===== src/rtl/serial_deser.sv =====
// Serial-to-parallel deserializer: reassembles LSB-first bit streams into
// WIDTH-bit words, frame-aligned by a sync marker, with a 2-entry output FIFO.
module serial_deser #(
  parameter int WIDTH    = 4,
  parameter bit REQ_SYNC = 1'b1,
  localparam int CW      = (WIDTH > 2) ? $clog2(WIDTH) : 1
) (
  input  logic             Clock,
  input  logic             Resetn,
  input  logic             sin,
  input  logic             sin_valid,
  input  logic             sync,
  output logic [WIDTH-1:0] dout,
  output logic             dout_valid,
  input  logic             dout_ready,
  output logic [CW-1:0]    bit_cnt,
  output logic             overrun,
  output logic             align_err,
  input  logic             clr_err
);

  typedef enum logic {HUNT, ASSEMBLE} state_t;

  localparam state_t     RESET_STATE = REQ_SYNC ? HUNT : ASSEMBLE;
  localparam [CW-1:0]    LAST_BIT    = CW'(WIDTH - 1);

  state_t             state_q, state_d;
  logic [WIDTH-2:0]   asm_q, asm_d;
  logic [CW-1:0]      cnt_q, cnt_d;
  logic [WIDTH-1:0]   buf0_q, buf0_d, buf1_q, buf1_d;
  logic [1:0]         count_q, count_d;
  logic               overrun_q, overrun_d, align_q, align_d;

  logic [WIDTH-1:0]   word;
  logic               push, pop, over_set, align_set;

  // The assembly register keeps only the upper WIDTH-1 bits; the incoming bit
  // always completes the word at the MSB.
  assign word = {sin, asm_q};
  assign pop  = (count_q != 2'd0) && dout_ready;

  always_comb begin
    state_d   = state_q;
    asm_d     = asm_q;
    cnt_d     = cnt_q;
    push      = 1'b0;
    align_set = 1'b0;
    if (sin_valid) begin
      if (state_q == HUNT) begin
        if (sync) begin
          state_d            = ASSEMBLE;
          asm_d              = '0;
          asm_d[WIDTH-2]     = sin;
          cnt_d              = CW'(1);
        end
      end else if (sync && (cnt_q != '0)) begin
        align_set          = 1'b1;
        asm_d              = '0;
        asm_d[WIDTH-2]     = sin;
        cnt_d              = CW'(1);
      end else begin
        asm_d = word[WIDTH-1:1];
        if (cnt_q == LAST_BIT) begin
          push  = 1'b1;
          cnt_d = '0;
        end else begin
          cnt_d = cnt_q + CW'(1);
        end
      end
    end
  end

  // Head entry is a register so dout stays stable under backpressure.
  always_comb begin
    buf0_d   = buf0_q;
    buf1_d   = buf1_q;
    count_d  = count_q;
    over_set = 1'b0;
    if (push) begin
      case (count_q)
        2'd0: begin
          buf0_d  = word;
          count_d = 2'd1;
        end
        2'd1: begin
          if (pop) begin
            buf0_d = word;
          end else begin
            buf1_d  = word;
            count_d = 2'd2;
          end
        end
        default: begin
          if (pop) begin
            buf0_d = buf1_q;
            buf1_d = word;
          end else begin
            over_set = 1'b1;
          end
        end
      endcase
    end else if (pop) begin
      if (count_q == 2'd2) buf0_d = buf1_q;
      count_d = count_q - 2'd1;
    end
  end

  assign overrun_d = over_set  | (overrun_q & ~clr_err);
  assign align_d   = align_set | (align_q   & ~clr_err);

  always_ff @(posedge Clock or negedge Resetn) begin
    if (!Resetn) begin
      state_q   <= RESET_STATE;
      asm_q     <= '0;
      cnt_q     <= '0;
      buf0_q    <= '0;
      buf1_q    <= '0;
      count_q   <= 2'd0;
      overrun_q <= 1'b0;
      align_q   <= 1'b0;
    end else begin
      state_q   <= state_d;
      asm_q     <= asm_d;
      cnt_q     <= cnt_d;
      buf0_q    <= buf0_d;
      buf1_q    <= buf1_d;
      count_q   <= count_d;
      overrun_q <= overrun_d;
      align_q   <= align_d;
    end
  end

  assign dout       = buf0_q;
  assign dout_valid = (count_q != 2'd0);
  assign bit_cnt    = cnt_q;
  assign overrun    = overrun_q;
  assign align_err  = align_q;

endmodule


===== config.mk =====
export PLATFORM = sky130hd
export DESIGN_NAME = serial_deser
export DESIGN_NICKNAME = d
export VERILOG_FILES = /design/src/rtl/serial_deser.sv
export SDC_FILE = /design/constraint.sdc
export NUM_CORES = 1
export LEC_CHECK = 0
export ABC_AREA = 1
export CAP_MARGIN = 20
export CORE_ASPECT_RATIO = 1.4
export CORE_MARGIN = 4
export CORE_UTILIZATION = 25
export CTS_BUF_LIST = sky130_fd_sc_hd__clkbuf_4 sky130_fd_sc_hd__clkbuf_8
export CTS_CLUSTER_DIAMETER = 40
export DETAILED_ROUTE_END_ITERATION = 8
export PLACE_DENSITY = 0.42
export SKIP_LAST_GASP = 1
export SLEW_MARGIN = 10
export SYNTH_ARGS = -nofsm -noshare
export SYNTH_HDL_FRONTEND = slang
export SYNTH_SLANG_ARGS = --single-unit

===== constraint.sdc =====
create_clock -name Clock -period 1.4 [get_ports Clock]
set_clock_uncertainty 0.05 [all_clocks]
set_input_delay 0.14 -clock Clock [delete_from_list [all_inputs] [get_ports Clock]]
set_output_delay 0.14 -clock Clock [all_outputs]
set_load 0.005 [all_outputs]

======== Word-level counts from Yosys, hierarchy flattened ========
Index checks and enable logic that the tools add are counted.
word-level totals
  word-level logic and storage cells ...... 69
  bits in latches ......................... 0
  memories ................................ 0
  register bits ........................... 18
  bits in writable memories ............... 0
  output and inout bits ................... 9
  input bits .............................. 7
  memory bits (read-only) ................. 0
cells by class
  bitwise logic cells ..................... 6
  mux-type cells .......................... 31
  order comparisons ....................... 0
  equal/unequal tests ..................... 7
  divide/modulo/power cells ............... 0
  reduce and logical (&&, ||, !) cells .... 15
  $add $sub $neg .......................... 2
  multipliers ............................. 0
  shifts and indexed selects .............. 0
operator list
  operator                                                               count
  4-bit 2-to-1 mux                                                       6
  2-bit 2-to-1 mux                                                       8
  4-bit case mux with 2 select lines                                     2
  2-bit nonzero test                                                     7
  1-bit 2-to-1 mux                                                       12
  4-bit AND reduction                                                    2
  3-bit 2-to-1 mux                                                       2
  2-bit equality test, second input constant                             2
  2-bit != test, second input constant                                   2
  2-bit case mux with 2 select lines                                     1
  3-bit by 1-bit != test with 1-bit output, second input constant        1
  3-bit != test, second input constant                                   1
  3-bit AND reduction                                                    1
  2-bit by 1-bit adder with 2-bit output, second input constant          1
  1-bit bitwise AND                                                      2
  2-bit by 1-bit equality test with 1-bit output, second input constant  1
  1-bit logical AND                                                      2
  2-bit zero test                                                        1
  1-bit NOT                                                              2
  1-bit bitwise OR                                                       2
  2-bit AND reduction                                                    1
  2-bit OR reduction                                                     1
  2-bit by 1-bit subtractor with 2-bit output, second input constant     1

======== Logic depth before layout (Yosys ltp) ========
Gate-level depths: netlist of run 1.
  depth after elaboration ................. 7
  mapped depth ............................ 10
  gate-level depth less buffers ........... 10

======== Least setup slack after synthesis of run 1 ========
No wires, ideal clock.
  path kind ............................... reg-to-reg
  start ................................... register count_q[0]
  end ..................................... register buf0_q[0], in the netlist dout[0]
  slack ................................... -19 ps
  data arrival time ....................... 1252 ps
  required time ........................... 1233 ps
  cell stages (with the launch flop) ...... 9
  buffers on the path ..................... 0
  period minus slack after synthesis ...... 1419 ps
  setup time .............................. 117 ps
  cells stage by stage .................... dfrtp_1 -> inv_1 -> ha_1 -> nor2_2 -> inv_1 -> o21ai_2 -> nand2_2 -> nand2_1 -> nand2_1
on the way
  word-level cells in the longest chain between the ends .. 4
  elaborated cells on any way between the ends .. 12
  those cells by class .................... 3 x eq/ne; 2 x mux; 7 x reduce/logical
RTL lines
  what                                                           line  RTL
  start: declaration                                             31    logic [1:0] count_q, count_d;
  start signal: assignment                                       127   count_q <= count_d;
  2-bit nonzero test                                             40    assign pop = (count_q != 2'd0) && dout_ready;
  1-bit logical AND                                              40
  2-bit != test (no line) or 2-bit nonzero test (tied branches)  --
  4-bit AND reduction (no line)                                  --
  end signal: assignment                                         125   buf0_q <= buf0_d;
  end: declaration                                               30    logic [WIDTH-1:0] buf0_q, buf0_d, buf1_q, buf1_d;
Several ways; a longest one is shown, not always the timed one.
A chain may end at the register's enable or synchronous reset.

======== Worst setup path in the final report of run 1 ========
  start ................................... register count_q[0]
  end ..................................... register buf1_q[0]
on the way
  word-level cells in the longest chain between the ends .. 4
  elaborated cells on any way between the ends .. 9
  those cells by class .................... 2 x eq/ne; 1 x mux; 1 x bitwise; 5 x reduce/logical
RTL lines
  what                                                           line  RTL
  2-bit nonzero test                                             40
  1-bit logical AND                                              40
  2-bit != test (no line) or 2-bit nonzero test (tied branches)  --
  4-bit AND reduction (no line)                                  --
  end signal: assignment                                         126   buf1_q <= buf1_d;
  end: declaration                                               30
Several ways; a longest one is shown, not always the timed one.

==> results of run 1 <==
cell usage after synthesis, types with 2 or more instances:
cell type / number
nand2_1: 54
dfrtp_1: 18
inv_1: 16
nand3_1: 10
o21ai_0: 7
ha_1: 5
nand2_2: 4
o21ai_2: 4
nor2_1: 3
o22ai_1: 3
inv_2: 2
o21ai_1: 2
critical path: stages (launching register included):
cell	delay (ns)
dfrtp_1	0.38
buf_4	0.15
ha_4	0.19
a21oi_2	0.14
o21ai_2	0.11
nor2_2	0.18
nand2_1	0.08
nand2_1	0.07
stage by stage:
stage                     total power [mW]  hold slack [ns]  worst slack (ns)  TNS [ns]  util [%]
after global routing                  2.96            0.174            -0.104    -0.912      38.7
after global placement                2.01            0.414            -0.139     -1.28      33.8
after floorplan                       1.45           -0.206            0.0214         0         -
after CTS                             2.58            0.172           -0.0470    -0.221      37.4
final                                 2.71            0.166          -0.00246  -0.00246      38.7
after detailed placement              2.01            0.417            -0.151     -1.33      33.8
sequential cells by signal (all words and copies together), names as in the netlist:
register and flops:
overrun 1, count_q 2, asm_q 3, state_q 1
align_err 1, buf1_q 4, dout 4, bit_cnt 2
where the power goes:
part | total, mW | internal [mW] | switching, mW
registers | 0.753 | 0.663 | 0.0901
clock network | 0.371 | 0.191 | 0.180
logic | 1.59 | 0.766 | 0.821
layer usage:
layer | part of all wire (%) | GRT usage (%)
met5 | 0 | 0
met1 | 41 | 12.8
met4 | 1.3 | 4.05
met3 | 2.5 | 1.86
met2 | 55 | 18.8
path summary, 6_finish.rpt:
path                                  from          to  slack (ns)
worst max-delay path            count_q[0]   buf1_q[0]      -0.002
worst min register to register     dout[1]     dout[1]        0.42
worst min-delay path                Resetn  bit_cnt[0]        0.17
worst max register to register  count_q[0]   buf1_q[0]      -0.002
min in group Clock                 dout[1]     dout[1]        0.42
max in group asynchronous           Resetn     dout[1]        0.93
cell families after synthesis:
logic type | synth area share (%)
flops | 44.2
simple gates | 31.8
compound gates | 10.2
buf+inv | 7.73
fa+ha+maj | 6.13
timing repair:
item / in CTS / in global routing
endpoints found under the setup margin: 13 / 16
hold buffers: 0 / 0
cloned: 1 / 0
resized for setup: 18 / 19
hold endpoints to repair: 0 / 0
buffers inserted: 4 / 1
pin swaps: 3 / 5
layout make-up:
type / instances / area (µm²)
fillers: 421 / 2420
multi-input cells: 97 / 604
flip-flops and latches: 18 / 450
repair buffers: 36 / 309
inverters: 18 / 70.1
well taps: 43 / 53.8
clock buffers: 3 / 41.3
==> metrics.txt, run 1 <==
run status finished with violations; violations in the final reports setup timing; #FFs+latches synth 18; min setup slack post-route -0.00246 ns; Syn-to-layout area delta 49.9%; antenna diode instance count 0; highest clock frequency the design can meet 0.713 GHz; Critical Path AT 1.55 ns; predominant post-synthesis flop cell dfrtp_1; master cell of the clock root buffer clkbuf_8; Min-Delay Path Class input port to asynchronous set/reset pin; library cell with the largest summed area after synthesis dfrtp_1; global-route wire length before repair 4.37 mm; Netlist cell types 17; Core Rows 27; Final Max Slew Viols 0; initial DRC count 20; number of flops mapped to enable cells by yosys 0; top area cells in the synthesized netlist dfrtp_1 (44%), nand2_1 (20%), ha_1 (6.1%); post-detailed-routing wire length about 2.6 mm; critical path endpoint category flop; worst-skew pair later-pin latency 0.25 ns; worst slew pin tran about 0.26 ns; grt ovf 0; Initial Utilization 25.8%; count of warnings emitted by yosys 0; Routed WL per cell about 12 µm; CTS clk-pin slew, worst paths 0.07 ns; PD cells 1770 nW/µm²; number of max-capacitance violations reported 0; maximum clock insertion buffer count 2; post-route minimum period 1.40 ns; leakage dissipation 0.759 nW; total routing usage reported by global routing 10.9%; mean instance size in the synthesized netlist 7.67 µm²; number of global-route vias before repair 1018; die outline area 5180 µm²; post-synth design cell area 1020 µm²; final period utilization 100%; leading cell types in the layout, fill and taps excluded nand2_1 (52), buf_4 (19), dfrtp_1 (18), clkdlybuf4s50_1 (13), inv_1 (10); worst vdd rail ir drop ~0.85 mV; Vias per Instance 4.44; gpl congestion 0.786; largest net degree at the start of global routing 19; fraction of final layout cells sized beyond drive strength 1 about a third; count of non-filler cells in the finished layout ~220; required time of the critical path 1.55 ns; Final Hold Fails 0; cell area after layout 1530 µm²; horizontal extent of the die 62.0 µm; IO buf count 15; post-placement cell count 206; H-tree depth 1; Post-Syn Instances 133; post-detailed-route DRC marker count 0; relative slew slack about 82%; Synthesized Nets 145; NumNets Final 186; maximum fanout along the worst path 6; Placed Instance Area 1340 µm²; initial antenna violation count 0; path type of the worst setup path flop to flop; number of cell instances on the worst register-to-register path 7; setup violation total in the final timing report 1; clock tree from TritonCTS done; most common library cell in the layout ignoring fill and taps nand2_1; RSZ-0062 raised after global routing true; antenna viol nets, final 0; iteration count of the initial detailed-routing pass 4; I/O pin total 16; top-area cell type share of the netlist area about 44%; fraction of the yosys area taken by sequential cells 44.2%; Inserted Clock Buffers 3; placed wire-length estimate 1.80 mm; overall via count from detail_route around 950; die height 83.6 µm; fraction of synthesis flops using an asynchronous set or reset pin 100%; startpoint type of the worst setup path flop; Clock Sink Count 18; core footprint 3950 µm²
No activity file was read; power rests on OpenSTA's default activity.
==> run 2: changes to the inputs <==
--- a/config.mk
+++ b/config.mk
@@ -7,13 +7,14 @@
 export LEC_CHECK = 0
 export ABC_AREA = 1
 export CAP_MARGIN = 20
-export CORE_ASPECT_RATIO = 1.4
+export CORE_ASPECT_RATIO = 0.8
 export CORE_MARGIN = 4
 export CORE_UTILIZATION = 25
 export CTS_BUF_LIST = sky130_fd_sc_hd__clkbuf_4 sky130_fd_sc_hd__clkbuf_8
 export CTS_CLUSTER_DIAMETER = 40
 export DETAILED_ROUTE_END_ITERATION = 8
 export PLACE_DENSITY = 0.42
+export SETUP_SLACK_MARGIN = 0.3
 export SKIP_LAST_GASP = 1
 export SLEW_MARGIN = 10
 export SYNTH_ARGS = -nofsm -noshare
==> metrics.txt, run 2 (synthesis results as in run 1) <==
number of cells on the critical path 9 (+2); initial DRC count 42 (+110%); min setup slack post-route -0.0436 ns (-0.0411 ns); fraction of final layout cells sized beyond drive strength 1 40.3% (+7.2 points); setup TNS -0.247 ns (-0.245 ns); antenna viol nets, final 0 (unchanged); PD cells 1830 nW/µm² (+3.2%); CTS clk-pin slew, worst paths 0.07 ns (about the same); cell area after layout 1680 µm² (+9.9%); worst setup path startpoint count_q[0]; master cell of the clock root buffer clkbuf_8; Core Rows 20 (-26%); count of non-filler cells in the finished layout 236 (+9.8%); worst-skew pair later-pin latency 0.26 ns (about the same); CP peak stage delay 0.39 ns (about the same); maximum clock insertion buffer count 2 (unchanged); NumNets Final 194 (+4.3%); required time of the critical path 1.50 ns (-0.05 ns); horizontal extent of the die 79.4 µm (+28%); worst slew pin tran 0.252 ns (-0.0109 ns); total routing usage reported by global routing 11.3% (+0.42 points); Initial Utilization 26.5% (+0.66 points); dominant delay contributor by cell family on the critical path simple AND/OR/NAND/NOR gates; cell occurring most often along the worst timing path nand2_1; overall power 3.07 mW (+13%); Vias per Instance 4.22 (-4.9%); placed wire-length estimate 1.84 mm (+2.6%); Syn-to-layout area delta 64.8%; largest net degree at the start of global routing 19 (unchanged); Final Hold Fails 0 (unchanged); post-placement cell count 218 (+5.8%); Clock Sink Count 18 (unchanged); cts hold-fix bufs 0 (unchanged); antenna diode instance count 0 (unchanged); die height 65.1 µm (-22%); highest clock frequency the design can meet 0.693 GHz (-2.8%); clock tree from TritonCTS done; overall via count from detail_route 996 (+4.4%); Min-Delay Path Class input port to asynchronous set/reset pin; leakage dissipation 0.832 nW (+9.7%); Cell Chain, Critical Path inv_2 -> ha_4 -> nor2_4 -> inv_4 -> buf_4 -> nand3_4 -> nand2_2 -> nand2_1 -> nand2_1; H-tree depth 1 (unchanged); number of max-capacitance violations reported 0 (unchanged); die outline area 5170 µm² (-0.15%); violations in the final reports setup timing; maximum fanout along the worst path 4 (-2); setup violation total in the final timing report 10 (+9); iteration count of the initial detailed-routing pass 4 (unchanged); grt ovf 0 (unchanged); IO buf count 15 (unchanged); capturing point of the worst reg2reg path count_q[0]; Final Max Slew Viols 0 (unchanged); leading cell types in the layout, fill and taps excluded nand2_1 (50), buf_4 (25), dfrtp_1 (18), inv_1 (9), nand3_1 (9); Inserted Clock Buffers 3 (unchanged); initial antenna violation count 0 (unchanged); core footprint 3850 µm² (-2.5%); r2r setup slk -0.04 ns (-0.04 ns); RSZ-0062 raised after global routing true; I/O pin total 16 (unchanged); Setup crit end count_q[0]; startpoint type of the worst setup path flop; run status finished with violations; cell with the biggest individual delay on the critical path dfrtp_1; R2R Path Start count_q[0]; path type of the worst setup path flop to flop; Routed WL per cell 11.5 µm (-3.1%); Critical Path AT 1.54 ns (about the same); global-route wire length before repair 4.57 mm (+4.6%); relative slew slack 83.1% (+0.67 points); Buffers & Inverters on Critical Path 3 (+2); Placed Instance Area 1380 µm² (+3.7%); worst vdd rail ir drop 0.596 mV (-30%); most common library cell in the layout ignoring fill and taps nand2_1; gpl congestion 0.739 (-6.0%); post-detailed-routing wire length 2.71 mm (+6.3%); final period utilization 103% (+2.9 points); post-detailed-route DRC marker count 0 (unchanged); number of cell instances on the worst register-to-register path 9 (+2); critical path endpoint category flop; number of global-route vias before repair 1009 (-0.88%); post-route minimum period 1.44 ns (+0.0411 ns)
## run 2: area by class of cell
cell class / instances / area (µm²)
fill: 430 / 2170
multi-input combinational: 97 / 659
sequential: 18 / 450
timing repair buffer: 44 / 374
inverter: 18 / 72.6
tap: 55 / 68.8
clock buffer: 4 / 55.1
## run 2: worst min-delay path by stage
stage | end | slack (ns) | cells after the start
after floorplan | align_err | -0.21 | 0
after global placement | dout[0] | 0.41 | 2
after detailed placement | state_q | 0.42 | 2
after CTS | bit_cnt[1] | 0.17 | 2
after global routing | bit_cnt[1] | 0.19 | 2
final | align_err | 0.16 | 2
## run 2: worst reg2reg max path, stage by stage, from the launching register on
cell and delay (ns):
dfrtp_1 0.39, inv_2 0.07, ha_4 0.20, nor2_4 0.17
inv_4 0.07, buf_4 0.14, nand3_4 0.09, nand2_2 0.06
nand2_1 0.06, nand2_1 0.05
## run 2: what timing repair did
action                     in CTS  in global routing
pin swaps                      11                  8
setup endpoints to repair      25                 23
buffers inserted                6                  7
cloned                          1                  0
gates resized for setup        34                 23
## run 2: routing by layer
metal / vias to the layer above / part of all wire [%] / global-route usage [%]
met3: 2 / 2.9 / 3.01
met1: 469 / 48 / 15.0
met2: 8 / 48 / 18.3
met5: - / 0 / 0
met4: 0 / 0.66 / 3.22
li1: 517 / - / -
## run 2: stage by stage
step | utilization, % | hold WS (ns) | setup slack, ns
after floorplan | - | -0.206 | 0.0462
after global placement | 35.9 | 0.414 | -0.135
after detailed placement | 35.9 | 0.421 | -0.120
after CTS | 40.5 | 0.171 | -0.0483
after global routing | 43.6 | 0.191 | -0.167
final | 43.6 | 0.164 | -0.0436
## run 2: power by group
part	internal (mW)	leakage, nW	switching, mW
registers	0.663	0.230	0.0990
logic	0.926	0.574	0.947
clock network	0.250	0.0288	0.190
==> run 3: changes to the inputs <==
--- a/config.mk
+++ b/config.mk
@@ -13,7 +13,7 @@
 export CTS_BUF_LIST = sky130_fd_sc_hd__clkbuf_4 sky130_fd_sc_hd__clkbuf_8
 export CTS_CLUSTER_DIAMETER = 40
 export DETAILED_ROUTE_END_ITERATION = 8
-export PLACE_DENSITY = 0.42
+export PLACE_DENSITY = 0.45
 export SETUP_SLACK_MARGIN = 0.3
 export SKIP_LAST_GASP = 1
 export SLEW_MARGIN = 10
==> metrics.txt, run 3 (synthesis results as in run 1) <==
hold_ws 0.171 ns (+0.00703 ns); required time of the critical path 1.50 ns (about the same); clock tree from TritonCTS done; H-tree depth 1 (unchanged); startpoint type of the worst setup path flop; fraction of final layout cells sized beyond drive strength 1 40.7% (+0.35 points); PD cells 1770 nW/µm² (-3.0%); RSZ-0062 raised after global routing true; Critical Path AT 1.55 ns (about the same); core footprint 3850 µm² (unchanged); post-route minimum period 1.45 ns (+0.00499 ns); setup TNS -0.318 ns (-0.0708 ns); maximum clock insertion buffer count 2 (unchanged); count of non-filler cells in the finished layout 232 (-1.7%); antenna viol nets, final 0 (unchanged); iteration count of the initial detailed-routing pass 4 (unchanged); overall via count from detail_route 983 (-1.3%); master cell of the clock root buffer clkbuf_8; number of global-route vias before repair 1004 (-0.50%); gpl congestion 0.862 (+17%); CP peak stage delay 0.41 ns (+0.02 ns); Vias per Instance 4.24 (+0.40%); violations in the final reports setup timing; leakage dissipation 0.811 nW (-2.6%); setup violation total in the final timing report 14 (+4); worst slew pin tran 0.267 ns (+0.0150 ns); worst-skew pair later-pin latency 0.26 ns (about the same); critical path endpoint category flop; die height 65.1 µm (unchanged); post-detailed-route DRC marker count 0 (unchanged); worst vdd rail ir drop 0.742 mV (+25%); cts hold-fix bufs 0 (unchanged); horizontal extent of the die 79.4 µm (unchanged); Syn-to-layout area delta 60.4%; Min-Delay Path Class input port to asynchronous set/reset pin; CTS clk-pin slew, worst paths 0.07 ns (about the same); cell area after layout 1640 µm² (-2.7%); number of cell instances on the worst register-to-register path 9 (unchanged); highest clock frequency the design can meet 0.690 GHz (-0.34%); number of max-capacitance violations reported 0 (unchanged); Cell Chain, Critical Path inv_2 -> ha_2 -> inv_2 -> nand2_4 -> nand2_4 -> nor2_4 -> nand3_2 -> nand3_1 -> nand2_1; total routing usage reported by global routing 10.9% (-0.39 points); post-detailed-routing wire length 2.55 mm (-6.0%); grt ovf 0 (unchanged); path type of the worst setup path flop to flop; initial DRC count 20 (-52%); run status finished with violations; IO buf count 15 (unchanged); final period utilization 103% (+0.36 points); maximum fanout along the worst path 6 (+2); min setup slack post-route -0.0486 ns (-0.00499 ns); Final Hold Fails 0 (unchanged); Final Max Slew Viols 0 (unchanged); I/O pin total 16 (unchanged); Placed Instance Area 1350 µm² (-2.7%); global-route wire length before repair 4.47 mm (-2.3%); number of filler instances in the final layout 412 (-4.2%); largest net degree at the start of global routing 19 (unchanged); most common library cell in the layout ignoring fill and taps nand2_1; Routed WL per cell 11.0 µm (-4.4%); relative slew slack 82.2% (-0.94 points); initial antenna violation count 0 (unchanged); die outline area 5170 µm² (unchanged); Inserted Clock Buffers 3 (unchanged); NumNets Final 190 (-2.1%); antenna diode instance count 0 (unchanged); placed wire-length estimate 1.72 mm (-6.7%); leading cell types in the layout, fill and taps excluded nand2_1 (49), buf_4 (21), dfrtp_1 (18), inv_1 (10); Core Rows 20 (unchanged); post-placement cell count 213 (-2.3%); cell with the biggest individual delay on the critical path dfrtp_1; Clock Sink Count 18 (unchanged); Initial Utilization 26.5% (unchanged)
-- run 3: cell types whose count changed in the layout (fill, tap and decap cells not counted), sizes merged --
cell / previous run / this run
clkbuf: 6 / 5
buf: 30 / 27
-- run 3: where the power goes --
group	internal (mW)	switching, mW
registers	0.663	0.101
logic	0.836	0.864
clock network	0.250	0.188
total	1.75	1.15
-- run 3: timing repair --
action | CTS | global route
gates resized for setup | 32 | 24
endpoints found under the hold margin | 0 | 0
gates cloned | 1 | 0
pin swaps | 17 | 16
buffers inserted | 7 | 7
endpoints found under the setup margin | 25 | 25
-- run 3: area by class of cell --
cell class / instances / area (µm²) / area share (%)
multi-input cells: 97 / 641 / 39.2
flip-flops and latches: 18 / 450 / 27.5
repair buffers: 40 / 350 / 21.4
inverters: 18 / 70.1 / 4.28
well taps: 55 / 68.8 / 4.21
clock buffers: 4 / 55.1 / 3.37
-- run 3: critical path, delay by kind of cell (launching register included) --
family,cells,cell delay [ns]
and+or+nand+nor,6,0.60
DFF,1,0.41
adders and majority gates,1,0.16
buffers and inverters,2,0.11
-- run 3: worst paths after layout --
path | startpoint | end | slack (ns)
worst min register to register | dout[2] | dout[2] | 0.43
worst max-delay path | bit_cnt[1] | count_q[1] | -0.05
min in group Clock | dout[2] | dout[2] | 0.43
worst max register to register | bit_cnt[1] | count_q[1] | -0.05
worst min-delay path | Resetn | overrun | 0.17
max in group asynchronous | Resetn | buf1_q[0] | 0.93
-- run 3: per-layer routing --
metal | wire [µm] | global-route usage [%] | vias up
met2 | 1170 | 17.4 | 16
met5 | 0 | 0 | -
li1 | - | - | 509
met4 | 11 | 3.22 | 0
met1 | 1260 | 14.4 | 456
met3 | 108 | 3.15 | 2
-- run 3: metrics by stage --
stage	total power, mW	setup slack [ns]	utilization [%]
after floorplan	1.52	0.0462	-
after global placement	2.01	-0.148	34.9
after detailed placement	2.02	-0.132	34.9
after CTS	2.72	-0.0386	39.6
after global routing	3.14	-0.137	42.4
final	2.90	-0.0486	42.4
